--- src/rtl/klotski_move_selector.sv ---
// Cursor-driven source/destination tile picker for a Klotski board; emits one adjacent-tile move at a time.
// Optional macro KLOTSKI_CURSOR_WRAP_EN: cursor wraps at board edges instead of holding.
`default_nettype none

module klotski_move_selector #(
  parameter int COLS = 5,
  parameter int ROWS = 4
) (
  input  logic       iCLK,
  input  logic       iRST_N,
  input  logic       iKEY_UP,
  input  logic       iKEY_DOWN,
  input  logic       iKEY_LEFT,
  input  logic       iKEY_RIGHT,
  input  logic       iKEY_SEL,
  input  logic       iKEY_CANCEL,
  input  logic       iMoveAck,
  output logic [4:0] oCursor,
  output logic [4:0] oFromBlock,
  output logic [4:0] oToBlock,
  output logic       oMoveValid,
  output logic       oFromLatched,
  output logic       oReject,
  output logic [9:0] oMoveCount
);

  localparam logic [4:0] COLS_W   = 5'(COLS);
  localparam logic [4:0] LAST_COL = 5'(COLS - 1);
  localparam logic [4:0] LAST_ROW = 5'(ROWS - 1);

  typedef enum logic [1:0] {
    PICK_FROM = 2'd0,
    PICK_TO   = 2'd1,
    COMMIT    = 2'd2
  } state_t;

  state_t     state_q;
  logic [4:0] row_q, col_q, row_d, col_d;
  logic [4:0] cursor_q, cursor_d;
  logic [4:0] from_q, from_row_q, from_col_q, to_q;
  logic       valid_q, latched_q, reject_q;
  logic [9:0] count_q;
  logic [4:0] row_diff, col_diff;
  logic       adjacent;

  // Cursor only moves when no higher-priority key (CANCEL/SEL) claims the cycle.
  always_comb begin
    row_d = row_q;
    col_d = col_q;
    if (state_q != COMMIT && !iKEY_CANCEL && !iKEY_SEL) begin
      if (iKEY_UP) begin
`ifdef KLOTSKI_CURSOR_WRAP_EN
        row_d = (row_q == 5'd0) ? LAST_ROW : row_q - 5'd1;
`else
        if (row_q != 5'd0) row_d = row_q - 5'd1;
`endif
      end else if (iKEY_DOWN) begin
`ifdef KLOTSKI_CURSOR_WRAP_EN
        row_d = (row_q == LAST_ROW) ? 5'd0 : row_q + 5'd1;
`else
        if (row_q != LAST_ROW) row_d = row_q + 5'd1;
`endif
      end else if (iKEY_LEFT) begin
`ifdef KLOTSKI_CURSOR_WRAP_EN
        col_d = (col_q == 5'd0) ? LAST_COL : col_q - 5'd1;
`else
        if (col_q != 5'd0) col_d = col_q - 5'd1;
`endif
      end else if (iKEY_RIGHT) begin
`ifdef KLOTSKI_CURSOR_WRAP_EN
        col_d = (col_q == LAST_COL) ? 5'd0 : col_q + 5'd1;
`else
        if (col_q != LAST_COL) col_d = col_q + 5'd1;
`endif
      end
    end
    cursor_d = row_d * COLS_W + col_d;
  end

  // Row/col are kept separately so adjacency never wraps across row boundaries.
  always_comb begin
    row_diff = (row_q >= from_row_q) ? row_q - from_row_q : from_row_q - row_q;
    col_diff = (col_q >= from_col_q) ? col_q - from_col_q : from_col_q - col_q;
    adjacent = ({1'b0, row_diff} + {1'b0, col_diff}) == 6'd1;
  end

  always_ff @(posedge iCLK or negedge iRST_N) begin
    if (!iRST_N) begin
      state_q    <= PICK_FROM;
      row_q      <= 5'd0;
      col_q      <= 5'd0;
      cursor_q   <= 5'd0;
      from_q     <= 5'd0;
      from_row_q <= 5'd0;
      from_col_q <= 5'd0;
      to_q       <= 5'd0;
      valid_q    <= 1'b0;
      latched_q  <= 1'b0;
      reject_q   <= 1'b0;
      count_q    <= 10'd0;
    end else begin
      reject_q <= 1'b0;
      row_q    <= row_d;
      col_q    <= col_d;
      cursor_q <= cursor_d;
      unique case (state_q)
        PICK_FROM: begin
          if (!iKEY_CANCEL && iKEY_SEL) begin
            from_q     <= cursor_q;
            from_row_q <= row_q;
            from_col_q <= col_q;
            latched_q  <= 1'b1;
            state_q    <= PICK_TO;
          end
        end
        PICK_TO: begin
          if (iKEY_CANCEL) begin
            latched_q <= 1'b0;
            state_q   <= PICK_FROM;
          end else if (iKEY_SEL) begin
            if (adjacent) begin
              to_q    <= cursor_q;
              valid_q <= 1'b1;
              state_q <= COMMIT;
            end else begin
              reject_q  <= 1'b1;
              latched_q <= 1'b0;
              state_q   <= PICK_FROM;
            end
          end
        end
        COMMIT: begin
          if (iMoveAck) begin
            valid_q   <= 1'b0;
            latched_q <= 1'b0;
            if (count_q != 10'd1023) count_q <= count_q + 10'd1;
            state_q   <= PICK_FROM;
          end
        end
        default: state_q <= PICK_FROM;
      endcase
    end
  end

  assign oCursor      = cursor_q;
  assign oFromBlock   = from_q;
  assign oToBlock     = to_q;
  assign oMoveValid   = valid_q;
  assign oFromLatched = latched_q;
  assign oReject      = reject_q;
  assign oMoveCount   = count_q;

endmodule

`default_nettype wire

--- config.mk ---
export PLATFORM = sky130hd
export DESIGN_NAME = klotski_move_selector
export DESIGN_NICKNAME = d
export VERILOG_FILES = /design/src/rtl/klotski_move_selector.sv
export SDC_FILE = /design/constraint.sdc
export NUM_CORES = 1
export LEC_CHECK = 0
export CORE_MARGIN = 4
export CORE_UTILIZATION = 40
export DETAILED_ROUTE_END_ITERATION = 8
export MAX_ROUTING_LAYER = met4
export SETUP_SLACK_MARGIN = 0.1
export SYNTH_ARGS = -nofsm -noshare
export SYNTH_HDL_FRONTEND = slang
export SYNTH_SLANG_ARGS = --single-unit
export TNS_END_PERCENT = 1
--- constraint.sdc ---
create_clock -name iCLK -period 3.68 [get_ports iCLK]
set_input_delay 0.552 -clock iCLK [delete_from_list [all_inputs] [get_ports iCLK]]
set_output_delay 0.552 -clock iCLK [all_outputs]
set_load 0.02 [all_outputs]
==> reports/qor.yml <==
status: "finished, final reports clean"
root_buffer: "clkbuf_8"
fin_skew_ns: 0.00749
grt_pass1_wl_um: 12400
timing.rr.start: "col_q[0]$_DFF_PN0_"
leakagePower_nw: 2.04
rows: 33
syn_area_um2: 3350
cts_max_level: 2
routed_wl_um: 7300
cts_hold_buf: 0
diodes: 0
path_clk_slew_ns: 0.10
grt_util_met2_pct: 26.1
utilization_pct: 53.5
relSlewSlack_pct: 42.4
ir_drop_mv: 0.523
synth_nets: 384
period_share_pct: 95.5
finalNetCount: 467
antenna_found_initial: 0
yosys_warnings: 0
final_cells: 517
grt.overflow.total: 0
worst-path-buf-inv: 3
placed_area_um2: 4120
vias: 2600
clock_sinks: 50
synth-edff-count: 0
setup_tns_ns: 0
cts_buffer_depth: 2
worstSetupPathType: "flip-flop to flip-flop"
die_area_um2: 9900
rsz0062_at_grt: "yes"
holdWs_ns: 0.201
drt_iter0_markers: 123
synth_seq_area_share_pct: 37.4
use_met1_pct: 20.7
hold_path.class: "input port to async pin"
synth_ff_type: "dfrtp_1"
p_total_mw: 4.36
setup_violations: 0
pwr_density_cell_nw_per_um2: 996
cp-startpoint: "col_q[0]$_DFF_PN0_"
final_antenna_net_count: 0
max_freq_mhz: 285
cp_common_cell: "a21oi_2"
dp_hpwl_um: 5660
viasPerCell: 5.03
hold_violations: 0
cts_made_buffers: 5
cp_data_required_time_ns: 3.88
initial_core_util_pct: 41.0
synth_cells: 328
grt_use_met3_pct: 1.68
arrival_ns: 3.71
end_kind: "flip-flop"
grt_max_degree: 29
io-pin-count: 37
synth_cell_types: 47
routabilityCongestion: 0.818
worst_slack_ns: 0.166
worst_setup_path_start_kind: "flip-flop"
grt.total_usage_pct: 15.6
crit_fanout: 7
cts_tree: "built"
syn2layout_area_growth_pct: 30.6
synthArstFlopShare_pct: 100
first_pass_iters: 4
final_area_um2: 4370
worstMarginPinSlew_ns: 0.861
core_area_um2: 8180
top_usage_layer: "met2"
first_global_vias: 2698
slew_viol_final: 0
slowest_stage: "fa_1"
drcViolationCount: 0
place_ws_ns: -0.116
die_y_um: 99.5
cap_viol_max_count: 0
syn_avg_cell_area_um2: 10.2
layout_commonest_cell: "dfrtp_1"
wl_per_cell_um: 14.1
layout_common_cells: "dfrtp_1, buf_4, ha_1, clkdlybuf4s50_1, inv_1"
drive_gt1_share_pct: 22.8
crit_chain: "inv_1 -> ha_4 -> nand2b_1 -> a21o_1 -> a21oi_2 -> o21ai_2 -> mux2_2 -> fa_1 -> nor4_2 -> nand3_1 -> a21oi_2 -> buf_4 -> and3_4 -> buf_8 -> mux2_4"
path_delay_family: "adder cells"
die_w_um: 99.5
clk_latency_ns: 0.30
synth-seq-cells: 50
io_buffers: 36
max_stage_delay_ns: 0.50
reg2reg_slack_ns: 0.17
timing.final.crit_period_ns: 3.51
dp_cells: 504
## final timing paths
path                                              to  cells past startpoint
max in group asynchronous  from_col_q[1]$_DFFE_PN0P_                      2
setup / recovery             oToBlock[4]$_DFFE_PN0P_                     15
min in group iCLK          oMoveCount[6]$_DFFE_PN0P_                      1
hold reg to reg            oMoveCount[6]$_DFFE_PN0P_                      1
hold / removal               oToBlock[1]$_DFFE_PN0P_                      1
setup reg to reg             oToBlock[4]$_DFFE_PN0P_                     15
## cell usage after synthesis, types with 4 or more instances
| library cell | instances | share of area, % |
|---|---|---|
| dfrtp_1 | 50 | 37 |
| a21o_1 | 11 | 2.5 |
| fa_1 | 7 | 4.2 |
| and3_1 | 7 | 1.3 |
| clkbuf_1 | 4 | 0.45 |
| o21ai_0 | 21 | 3.1 |
| xnor2_1 | 16 | 4.2 |
| mux2i_1 | 6 | 1.8 |
| ha_1 | 40 | 15 |
| nor3_1 | 4 | 0.60 |
| nor2_1 | 12 | 1.3 |
| nand3_1 | 6 | 0.90 |
| mux2_2 | 16 | 5.4 |
| inv_1 | 29 | 3.3 |
| a21oi_1 | 22 | 3.3 |
| xor2_1 | 7 | 1.8 |
| nand2_1 | 25 | 2.8 |
## worst register-to-register path: stages, from the launching register on
cell and delay (ns):
dfrtp_1 0.38, inv_1 0.14, ha_4 0.23, nand2b_1 0.15, a21o_1 0.19, a21oi_2 0.14, o21ai_2 0.08, mux2_2 0.31
fa_1 0.50, nor4_2 0.28, nand3_1 0.13, a21oi_2 0.13, buf_4 0.14, and3_4 0.18, buf_8 0.13, mux2_4 0.31
## repair_timing
item                                    4_1_cts  5_1_grt
resized for setup                             3       25
pin swaps                                     1       16
buffers inserted                              0        5
cloned                                        0        0
endpoints found under the setup margin        6        7
## power by group
part | total (mW) | switching [mW] | internal, mW
clock network | 0.346 | 0.190 | 0.155
registers | 0.859 | 0.123 | 0.735
logic | 3.15 | 1.57 | 1.58
total | 4.36 | 1.88 | 2.47
## cells by family (layout without fill, tap and decap cells)
| family | count (synthesis) | count (layout) | share of synthesized area [%] |
|---|---|---|---|
| AND/OR/NAND/NOR | 72 | 72 | 10.8 |
| AO/OA/AOI/OAI | 79 | 79 | 15.3 |
| buffers and inverters | 35 | 119 | 4.18 |
| multiplexers | 22 | 22 | 7.17 |
| XOR/XNOR | 23 | 23 | 6.02 |
| adder cells (fa/ha/maj) | 47 | 47 | 19.1 |
| flip-flops | 50 | 50 | 37.4 |
## sequential cells by signal (all words and copies together), names as in the netlist
register,count
oMoveCount,10
col_q,5
from_col_q,5
from_row_q,5
oCursor,5
oFromBlock,5
oToBlock,5
row_q,5
state_q,2
oFromLatched,1
oMoveValid,1
oReject,1
## routing by layer
layer	part of all wire, %	up-vias
li1	-	1327
met1	47	1219
met2	50	47
met3	2.0	7
met4	0.85	0
met5	0	-
## area by class of cell
class / instances / area (um2)
sequential: 50 / 1250
tap: 105 / 131
fill: 733 / 3800
clock inverter: 2 / 16.3
inverter: 29 / 109
timing repair buffer: 82 / 708
multi-input combinational: 243 / 2070
clock buffer: 6 / 82.6
(Power assumes the default switching activity.)
